[config.mk]
export PLATFORM = sky130hd
export DESIGN_NAME = c_frag_cfg_loader
export DESIGN_NICKNAME = d
export VERILOG_FILES = /design/src/rtl/c_frag_cfg_loader.sv
export SDC_FILE = /design/constraint.sdc
export NUM_CORES = 1
export LEC_CHECK = 0
export BUFFER_PORTS_ARGS = -buffer_cell sky130_fd_sc_hd__buf_2
export CAP_MARGIN = 0
export CORE_ASPECT_RATIO = 1.75
export CORE_MARGIN = 2
export CORE_UTILIZATION = 33
export CTS_BUF_LIST = sky130_fd_sc_hd__clkbuf_8
export DETAILED_ROUTE_END_ITERATION = 8
export PLACE_DENSITY = 0.6
export RECOVER_POWER = 100
export SYNTH_ARGS = -nofsm -noshare
export SYNTH_HDL_FRONTEND = slang
export SYNTH_SLANG_ARGS = --single-unit
[constraint.sdc]
create_clock -name QCK -period 4.3 [get_ports QCK]
set_input_delay 0.215 -clock QCK [delete_from_list [all_inputs] [get_ports QCK]]
set_output_delay 0.215 -clock QCK [all_outputs]
set_load 0.02 [all_outputs]
[src/rtl/c_frag_cfg_loader.sv]
// c_frag_cfg_loader
// Serial configuration writer for the PP3 logic-cell C_FRAG data inputs.
// A bit-serial frame (LSB first) is accepted over a valid/ready handshake,
// assembled in a shadow register, and committed atomically to the eight
// registered C_FRAG data outputs (TA1..BB2). The fabric owns the select inputs.
//
// Optional build macro: C_FRAG_CFG_PARITY_EN
//   defined   -> 9-bit frames (8 data + trailing odd-parity bit), CHECK state built
//   undefined -> 8-bit frames, LOAD_ERR only set by a mid-frame abort
module c_frag_cfg_loader #(
    parameter logic [7:0]  INIT      = 8'h00,
    parameter int unsigned READY_GAP = 1
) (
    input  logic QCK,
    input  logic QRT,
    input  logic CFG_DIN,
    input  logic CFG_VALID,
    output logic CFG_READY,
    input  logic CFG_ABORT,
    output logic TA1,
    output logic TA2,
    output logic TB1,
    output logic TB2,
    output logic BA1,
    output logic BA2,
    output logic BB1,
    output logic BB2,
    output logic LOAD_DONE,
    output logic LOAD_ERR
);

    // Index of the last data bit in a frame.
    localparam logic [3:0] LAST_DATA_IDX = 4'd7;

    // Gap counter preload: GAP is left when the counter reads zero, so a gap
    // of g cycles preloads g-1. A zero gap never enters GAP at all.
    localparam logic [3:0] GAP_LOAD = (READY_GAP == 0) ? 4'd0 : 4'(READY_GAP - 1);

    typedef enum logic [2:0] {
        ST_IDLE   = 3'd0,
        ST_SHIFT  = 3'd1,
`ifdef C_FRAG_CFG_PARITY_EN
        ST_CHECK  = 3'd2,
`endif
        ST_COMMIT = 3'd3,
        ST_GAP    = 3'd4
    } state_t;

    // State entered once the eighth data bit has been shifted in.
`ifdef C_FRAG_CFG_PARITY_EN
    localparam state_t ST_AFTER_DATA = ST_CHECK;
`else
    localparam state_t ST_AFTER_DATA = ST_COMMIT;
`endif

    state_t      state;
    logic [3:0]  cnt;
    logic [7:0]  shadow;
    logic [3:0]  gap_cnt;
    logic [7:0]  cfg;
    logic        ready;
    logic        done;
    logic        err;
    logic        xfer;

    // CFG_READY is registered; it mirrors "can accept a bit" for the state
    // being entered, so it is low for the cycle right after reset.
    function automatic logic accepts_bits(input state_t s);
        logic r;
        r = 1'b0;
        case (s)
            ST_IDLE:  r = 1'b1;
            ST_SHIFT: r = 1'b1;
`ifdef C_FRAG_CFG_PARITY_EN
            ST_CHECK: r = 1'b1;
`endif
            default:  r = 1'b0;
        endcase
        return r;
    endfunction

`ifdef C_FRAG_CFG_PARITY_EN
    // Odd parity over the full 9-bit frame: XOR of all bits must be 1.
    function automatic logic parity_good(input logic [7:0] data, input logic pbit);
        return ^{pbit, data};
    endfunction
`endif

    assign xfer = CFG_VALID && ready;

    // Loader FSM: shifting, commit, post-commit ready gap and error tracking.
    always_ff @(posedge QCK) begin
        if (QRT) begin
            state   <= ST_IDLE;
            cnt     <= 4'd0;
            shadow  <= 8'h00;
            gap_cnt <= 4'd0;
            cfg     <= INIT;
            ready   <= 1'b0;
            done    <= 1'b0;
            err     <= 1'b0;
        end else begin
            done  <= 1'b0;
            ready <= accepts_bits(state);
            case (state)
                ST_IDLE, ST_SHIFT: begin
                    if (CFG_ABORT) begin
                        // Abort wins over a same-cycle bit; partial frame is lost.
                        if (cnt != 4'd0) begin
                            err <= 1'b1;
                        end
                        shadow <= 8'h00;
                        cnt    <= 4'd0;
                        state  <= ST_IDLE;
                        ready  <= accepts_bits(ST_IDLE);
                    end else if (xfer) begin
                        shadow[cnt[2:0]] <= CFG_DIN;
                        cnt              <= cnt + 4'd1;
                        if (cnt == LAST_DATA_IDX) begin
                            state <= ST_AFTER_DATA;
                            ready <= accepts_bits(ST_AFTER_DATA);
                        end else begin
                            state <= ST_SHIFT;
                            ready <= accepts_bits(ST_SHIFT);
                        end
                    end
                end
`ifdef C_FRAG_CFG_PARITY_EN
                ST_CHECK: begin
                    if (CFG_ABORT) begin
                        // cnt is still 8 here, so this always flags an error.
                        err    <= 1'b1;
                        shadow <= 8'h00;
                        cnt    <= 4'd0;
                        state  <= ST_IDLE;
                        ready  <= accepts_bits(ST_IDLE);
                    end else if (xfer) begin
                        if (parity_good(shadow, CFG_DIN)) begin
                            state <= ST_COMMIT;
                            ready <= accepts_bits(ST_COMMIT);
                        end else begin
                            err    <= 1'b1;
                            shadow <= 8'h00;
                            cnt    <= 4'd0;
                            state  <= ST_IDLE;
                            ready  <= accepts_bits(ST_IDLE);
                        end
                    end
                end
`endif
                ST_COMMIT: begin
                    // Atomic update of all eight outputs; abort is ignored here.
                    cfg    <= shadow;
                    done   <= 1'b1;
                    err    <= 1'b0;
                    shadow <= 8'h00;
                    cnt    <= 4'd0;
                    if (READY_GAP == 0) begin
                        state <= ST_IDLE;
                        ready <= accepts_bits(ST_IDLE);
                    end else begin
                        gap_cnt <= GAP_LOAD;
                        state   <= ST_GAP;
                        ready   <= accepts_bits(ST_GAP);
                    end
                end
                ST_GAP: begin
                    if (gap_cnt == 4'd0) begin
                        state <= ST_IDLE;
                        ready <= accepts_bits(ST_IDLE);
                    end else begin
                        gap_cnt <= gap_cnt - 4'd1;
                    end
                end
                default: begin
                    state  <= ST_IDLE;
                    cnt    <= 4'd0;
                    shadow <= 8'h00;
                    ready  <= accepts_bits(ST_IDLE);
                end
            endcase
        end
    end

    assign CFG_READY = ready;
    assign LOAD_DONE = done;
    assign LOAD_ERR  = err;

    assign TA1 = cfg[0];
    assign TA2 = cfg[1];
    assign TB1 = cfg[2];
    assign TB2 = cfg[3];
    assign BA1 = cfg[4];
    assign BA2 = cfg[5];
    assign BB1 = cfg[6];
    assign BB2 = cfg[7];

endmodule

* Word level (Yosys, flattened, before mapping)
Cells that the tools add are included.
Widths: inputs -> output; s select.
** Word-level totals
- Register bits after elaboration :: 30
- Input port bits :: 5
- Output and inout port bits :: 11
** Operators by class
- $add $sub $neg :: 2
- Order comparisons :: 2
- Equal/unequal tests :: 9
- Multiplexer cells :: 26
- Bitwise operators :: 1
- Reduce and logical (&&, ||, !) cells :: 12
** Operators by type and width (count)
- $mux 8 :: 2
- $pmux 4 s2 :: 2
- $pmux 8 s2 :: 1
- $mux 4 :: 3
- $mux 1 :: 9
- $mux 3 :: 3
- $pmux 3 s3 :: 1
- $bwmux 8 :: 1
- $reduce_and 2->1 :: 3
- $add 4x1->4 const B :: 1
- $eq 4x3->1 const B :: 1
- $logic_not 4->1 :: 1
- $lt 3x4->1 const B :: 1
- $ne 2x1->1 const B :: 2
- $ne 2x2->1 const B :: 2
- $reduce_bool 2->1 :: 2
- $reduce_bool 4->1 :: 1
- $sub 4x1->4 const B :: 1
- $demux 1 s3 :: 1
- $eq 3x1->1 const B :: 1
- $eq 3x2->1 const B :: 1
- $eq 3x3->1 const B :: 1
- $ge 3x1->1 const B :: 1
- $logic_not 3->1 :: 1
- 8 further kinds :: 9

* Longest topological paths before layout
Gate-level depths: netlist (run 1).
- Depth after elaboration :: 8
- Mapped depth :: 6
- Gate-level depth less buffers :: 5

* Worst setup path after synthesis (run 1)
OpenSTA, ideal clock, no wires.
- Path kind :: register -> register
- From :: reg state[2]
- To :: reg gap_cnt[3]
- Arrival :: 1458 ps
- Required time :: 4230 ps
- Path slack :: 2772 ps
- Stages on the path, launching flop included :: 5
- Buffers on the path :: 1
- Period minus slack after synthesis :: 1528 ps
- Path through :: dfxtp_1 -> or3b_1 -> buf_2 -> or4_1 -> a21oi_1
** On the way
- Cells in the longest elaborated chain, start to end :: 3
- Elaborated cells between the ends (all ways) :: 6
- Classes of those cells :: eq/ne (3); mux (1); reduce/logical (2)
** Ends and longest elaborated chain
- start, declared :: RTL line 56 : state_t state;
- start signal, assigned :: RTL line 94 : state <= ST_IDLE;
- start signal, assigned :: RTL line 114 : state <= ST_IDLE;
- start signal, assigned :: RTL line 120 : state <= ST_AFTER_DATA;
- $eq 3x3->1 / $eq 3x2->1 (equally long branches) :: RTL line 105 : case (state)
- $ne 2x2->1 (no source line) / $reduce_bool 2->1 (equally long branches)
- $reduce_and 2->1 (no source line)
- end signal, assigned :: RTL line 172 : gap_cnt <= gap_cnt - 4'd1;
- end, declared :: RTL line 59 : logic [3:0] gap_cnt;
Parallel ways exist; a longest one is shown, timed or not.
A chain may end at the register's enable or synchronous reset.

* Final worst setup path (run 1)
- From :: reg gap_cnt[0]
- To :: reg state[0]
** On the way
- Cells in the longest elaborated chain, start to end :: 3
** Ends and longest elaborated chain
- $logic_not 4->1 :: RTL line 168 : if (gap_cnt == 4'd0) begin
- $ne 2x2->1 (no source line)
- $reduce_and 2->1 (no source line)
- end signal, assigned :: RTL line 163 : state <= ST_GAP;
- end signal, assigned :: RTL line 169 : state <= ST_IDLE;
- end signal, assigned :: RTL line 176 : state <= ST_IDLE;
Every way passes these cells.

==> results of run 1 <==
[power groups by stage]
stage / Sequential, mW / Clock, mW / Combinational [mW]
floorplan: 0.288 / 0 / 0.0156
global placement: 0.289 / 0 / 0.0234
detailed placement: 0.289 / 0 / 0.0241
CTS: 0.283 / 0.238 / 0.0242
global route: 0.283 / 0.252 / 0.0268
finish: 0.283 / 0.232 / 0.0240
[how the worst max path moves through the flow]
stage                           from         end  slack (ns)  cells after the start
after floorplan             state[2]  gap_cnt[3]        2.77                      4
after global placement    gap_cnt[0]    state[0]        2.59                      5
after detailed placement  gap_cnt[0]    state[0]        2.58                      5
after CTS                 gap_cnt[0]    state[0]        2.54                      5
after global routing      gap_cnt[0]    state[0]        2.34                      5
final                     gap_cnt[0]    state[0]        2.57                      5
[Yosys cell counts, drive strengths merged]
cell and instances:
dfxtp 30, inv 17, nor2 13, mux2i 9, o211ai 9, nand4 7
clkbuf 6, nand3 6, o311ai 5, ha 4, nand2 4, o21ai 4
or3 4, a21oi 3, a31oi 3, buf 3, nor2b 3, o221ai 3
or3b 3, or4 3, a221oi 2, and3 2, nand3b 2, nor3b 2
o31ai 2, a211oi 1, a311oi 1, and2 1, nor3 1, nor4 1
o2111ai 1, or2 1
[worst max-delay path, delay by kind of cell (launching register included)]
family,cells,cell delay (ns)
AND/OR/NAND/NOR,1,0.59
AO/OA/AOI/OAI,2,0.48
flip-flops,1,0.34
adder cells (fa/ha/maj),1,0.14
buffers and inverters,1,0.09
[metrics by stage]
| step | area [um2] | util [%] | cells |
|---|---|---|---|
| detailed placement | 1490 | 36.7 | 212 |
| global placement | 1490 | 36.7 | 212 |
| global route | 1570 | 38.6 | 220 |
| finish | 1570 | 38.6 | 220 |
| CTS | 1590 | 38.9 | 220 |
| floorplan | 1390 | - | 156 |
[per-layer routing]
layer | track usage [%] | part of all wire [%]
met1 | 17.7 | 41
met2 | 25.2 | 53
met3 | 3.49 | 3.2
met4 | 9.83 | 2.7
met5 | 0 | 0
[cell families after synthesis]
kind of cell / after synthesis / share of synthesized area [%]
and+or+nand+nor: 53 / 21.4
muxes: 9 / 6.49
adders and majority gates: 4 / 3.61
AOI/OAI and AO/OA: 34 / 17.9
DFF: 30 / 43.3
buffers and inverters: 26 / 7.30
[cell type report]
cell class	instances	area share, %
tap	49	3.90
clock buffer	6	5.25
inverter	17	4.06
sequential	30	38.2
clock inverter	2	0.557
timing repair buffer	16	4.38
multi-input combinational	100	43.6
[sequential cells by signal, indices dropped and copies added (netlist names)]
signal / cells
CFG_READY: 1
state: 3
gap_cnt: 4
cnt: 4
LOAD_ERR: 1
cfg: 8
LOAD_DONE: 1
shadow: 8
==> results.sh, run 1 <==
export IMPL_h_tree_depth=2
export IMPL_postCtsResizedCells=0
export IMPL_clockPowerShare_pct=43.0
export IMPL_nets=179
export IMPL_relSlewSlack_pct=47.7
export IMPL_end_kind="flop"
export IMPL_switching_share_pct=23.3
export IMPL_finalCritPeriodShare_pct=40.2
export IMPL_track_usage_pct=15.6
export IMPL_cts_hold_buf=0
export IMPL_slowest_stage="nor3b_1"
export IMPL_yosysWarnings=0
export IMPL_die_w_um=53.0
export IMPL_vias=1198
export IMPL_regToRegEndpoint="state[0]"
export IMPL_min_from="CFG_ABORT"
export IMPL_routed_wl_um=3220
export IMPL_hold_depth=3
export IMPL_clkSlewWorstSetupHoldPaths_ns=0.06
export IMPL_die_h_um=89.8
export IMPL_areaGrowthSynthToFinish_pct=13.3
export IMPL_cp_required_ns=4.49
export IMPL_synth_area_mm2=0.00139
export IMPL_antenna_found_initial=0
export IMPL_tns_ns=0
export IMPL_fin_skew_ns=0.00258
export IMPL_drt_iter0_drc=18
export IMPL_layout_setup_ws_ns=2.57
export IMPL_ys_seq_area_share_pct=43.3
export IMPL_diodes=0
export IMPL_grt_pass1_wl_um=5580
export IMPL_r2r_slack_ns=2.57
export IMPL_grt_max_degree=19
export IMPL_num_io_pins=16
export IMPL_antenna_left=0
export IMPL_cap_violations=0
export IMPL_drv_slew=0
export IMPL_switchingPower_uw=125
export IMPL_cts_sinks=30
export IMPL_drive_gt1_share_pct=8.19
export IMPL_place_congestion=0.765
export IMPL_final_cell_mix="30 x dfxtp_1, 18 x inv_1, 13 x nor2_1, 11 x clkbuf_1"
export IMPL_hold_class="primary input to flop"
export IMPL_tritoncts="built"
export IMPL_setup_viol=0
export IMPL_rows=31
export IMPL_crit_type="flop to flop"
export IMPL_clockBufferDepth=2
export IMPL_nFillCells=416
export IMPL_firstDrtPassIters=4
export IMPL_pwr_share_seq_pct=52.5
export IMPL_worstPathMaxFanout=8
export IMPL_finalHoldViolCount=0
export IMPL_dp_slack_ns=2.58
export IMPL_p_int_uw=413
export IMPL_fmax_mhz=579
export IMPL_p_per_area_mw_per_mm2=343
export IMPL_status="finished, final reports clean"
export IMPL_postSynthAreaPerCell_um2=8.89
export IMPL_syn_nets=165
export IMPL_r2r_start="gap_cnt[0]"
export IMPL_start_util_pct=34.1
export IMPL_netlist_instances=156
export IMPL_cts_setup_buffers=0
export IMPL_rsz0062_at_grt="false"
export IMPL_ir_drop_mv=0.173
export IMPL_reg2reg_depth=5
export IMPL_hold_path_endpoint="LOAD_ERR"
export IMPL_drc=0
export IMPL_grt_pass1_vias=1192
export IMPL_p_comb_share_pct=4.5
export IMPL_yosysUniqueCellTypes=33
export IMPL_portBuffers=15
export IMPL_dp_hpwl_um=2310
export IMPL_multi_input_area_um2=686
export IMPL_final_common_cell="dfxtp_1"
export IMPL_worstMarginPinSlew_ns=0.782
export IMPL_crit_path_start_kind="flop"
export IMPL_layout_area_seq_um2=601
export IMPL_path_cells="inv_1, ha_1, nor3b_1, o21ai_0, a221oi_1"
export IMPL_holdWs_ns=0.258
export IMPL_finalPower_uw=539
export IMPL_synth_seq_cells=30
export IMPL_root_buffer="clkbuf_8"
export IMPL_synth_top_area_cell="dfxtp_1"
export IMPL_grt_overflow=0
export IMPL_wl_per_cell_um=14.6
export IMPL_insertion_delay_ns=0.28
export IMPL_numCtsBuffers=5
export IMPL_slowest_delay_ns=0.59
export IMPL_p_leak_nw=0.591
export IMPL_synth_area_leaders="dfxtp_1 43%, mux2i_1 6.5%, o211ai_1 4.9%"
export IMPL_die_area_mm2=0.00476
export IMPL_synth_top_area_share_pct=43.3
export IMPL_finalCriticalPeriod_ns=1.73
export IMPL_core_mm2=0.00407
export IMPL_worstPathArrival_ns=1.92
export IMPL_viasPerCell=5.45
Note: power is estimated with default switching activity, not from simulation.
==> inputs of run 2 (changes only) <==
- PLACE_DENSITY: 0.6 -> 0.62
- clock period: 4.3 -> 1.4 ns (I/O delays scaled with it)
==> run 2 against run 1 <==
The flow now finishes with violations (setup timing); via count increased by 8.3%; register-to-register slack worse by 2.6 ns; total power increased to 3.2 times the previous value; critical path depth decreased by 2; clock power rose to 3.2 times the previous value; cell count increased by 14%; clock skew rose by 0.0034 ns; combinational power increased to 4.7 times the previous value; worst hold slack worse by 0.26 ns; setup slack worse by 2.6 ns; sequential share of layout area fell by 6.2 points; largest power group unchanged.
==> results.sh, run 2 (same netlist as run 1, synthesis figures left out) <==
export IMPL_status="finished, violations left"
export IMPL_violations="setup timing"
export IMPL_grt_overflow=0
export IMPL_layout_area_seq_um2=612
export IMPL_viasPerCell=5.19
export IMPL_worstPathMaxFanout=7
export IMPL_place_congestion=0.780
export IMPL_end_kind="flop"
export IMPL_place_area_mm2=0.00169
export IMPL_antenna_left=0
export IMPL_die_w_um=53.0
export IMPL_vias=1298
export IMPL_final_cell_mix="28 x buf_4, 23 x dfxtp_1, 14 x inv_1, 13 x nor2_1, 11 x clkbuf_1"
export IMPL_crit_type="flop to flop"
export IMPL_grt_max_degree=16
export IMPL_r2r_slack_ns=-0.03
export IMPL_wl_per_cell_um=13.9
export IMPL_setup_viol=6
export IMPL_tritoncts="built"
export IMPL_grt_pass1_vias=1321
export IMPL_clockBufferDepth=2
export IMPL_reg2reg_depth=3
export IMPL_hold_path_endpoint="cnt[2]"
export IMPL_final_common_cell="buf_4"
export IMPL_diodes=0
export IMPL_worstMarginPinSlew_ns=0.313
export IMPL_track_usage_pct=17.6
export IMPL_ir_drop_mv=0.455
export IMPL_layout_setup_ws_ns=-0.0287
export IMPL_nFillCells=429
export IMPL_core_mm2=0.00407
export IMPL_grt_pass1_wl_um=6220
export IMPL_rows=31
export IMPL_cp_required_ns=1.60
export IMPL_clkSlewWorstSetupHoldPaths_ns=0.07
export IMPL_drt_iter0_drc=25
export IMPL_insertion_delay_ns=0.29
export IMPL_numCtsBuffers=5
export IMPL_finalHoldViolCount=0
export IMPL_die_area_mm2=0.00476
export IMPL_hold_class="primary input to flop"
export IMPL_top_regs="cfg: 8 flops, shadow: 8 flops"
export IMPL_drive_gt1_share_pct=34.3
export IMPL_nets=209
export IMPL_relSlewSlack_pct=78.9
export IMPL_fmax_mhz=700
export IMPL_routed_wl_um=3480
export IMPL_cts_hold_buf=0
export IMPL_multi_input_area_um2=764
export IMPL_h_tree_depth=2
export IMPL_drc=0
export IMPL_holdWs_ns=0.00297
export IMPL_areaGrowthSynthToFinish_pct=37.7
export IMPL_r2r_start="state[2]"
export IMPL_start_util_pct=34.1
export IMPL_antenna_found_initial=0
export IMPL_fin_area_mm2=0.00191
export IMPL_fin_skew_ns=0.00596
export IMPL_num_io_pins=16
export IMPL_p_leak_nw=0.766
export IMPL_firstDrtPassIters=4
export IMPL_rsz0062_at_grt="true"
export IMPL_cap_violations=0
export IMPL_min_from="QRT"
export IMPL_p_per_area_mw_per_mm2=897
export IMPL_portBuffers=15
export IMPL_cts_sinks=30
export IMPL_crit_path_start_kind="flop"
export IMPL_die_h_um=89.8
export IMPL_drv_slew=0
export IMPL_dp_hpwl_um=2420
export IMPL_finalCriticalPeriod_ns=1.43
export IMPL_hold_depth=2
export IMPL_finalCritPeriodShare_pct=102
export IMPL_regToRegEndpoint="state[0]"
export IMPL_root_buffer="clkbuf_8"
export IMPL_worstPathArrival_ns=1.63
-- run 2: worst max-delay path, stage by stage (launching register included) --
cell	delay, ns
dfxtp_4	0.37
or3b_4	0.42
or2_1	0.29
a221oi_2	0.27
-- run 2: where the power goes --
group | switching [mW] | internal, mW | total [mW]
Combinational | 0.0660 | 0.0464 | 0.112
Clock | 0.343 | 0.394 | 0.737
Sequential | 0.00554 | 0.858 | 0.863
Total | 0.415 | 1.30 | 1.71
-- run 2: routing by layer --
metal	GRT usage (%)	routed length, um
met1	19.4	1400
met2	29.7	1850
met3	3.99	114
met4	9.40	108
met5	0	0
-- run 2: per-stage QoR --
stage          power [mW]  utilization (%)  instances  TNS (ns)  setup slack, ns
6_report             1.71             46.9        250    -0.104          -0.0287
3_5_place_dp        0.982             41.5        235    -0.285          -0.0696
4_1_cts              1.73             45.0        244   -0.0195          -0.0195
5_1_grt              1.78             46.9        250    -0.419          -0.0982
2_1_floorplan       0.935                -        156   -0.0202          -0.0111
3_3_place_gp        0.982             41.5        235    -0.103          -0.0415
-- run 2: final cells by class --
cell class                      count  area share [%]
Clock buffer                        6            4.32
Clock inverter                      2           0.655
Inverter                           17            3.34
Multi-Input combinational cell    100            40.0
Sequential cell                    30            32.0
Tap cell                           49            3.21
Timing Repair Buffer               46            16.4
-- run 2: worst max-delay path by stage --
| stage | from | to | slack (ns) |
|---|---|---|---|
| floorplan | gap_cnt[0] | gap_cnt[3] | -0.01 |
| global placement | state[1] | cnt[3] | -0.04 |
| detailed placement | state[1] | cnt[3] | -0.07 |
| CTS | gap_cnt[0] | gap_cnt[3] | -0.02 |
| global route | gap_cnt[0] | gap_cnt[1] | -0.1 |
| finish | state[2] | state[0] | -0.03 |
-- run 2: repair_timing --
item	in CTS	in global routing
endpoints found under the hold margin	0	0
buffers inserted	1	6
gates resized for setup	12	16
pin swaps	5	6
endpoints found under the setup margin	7	16
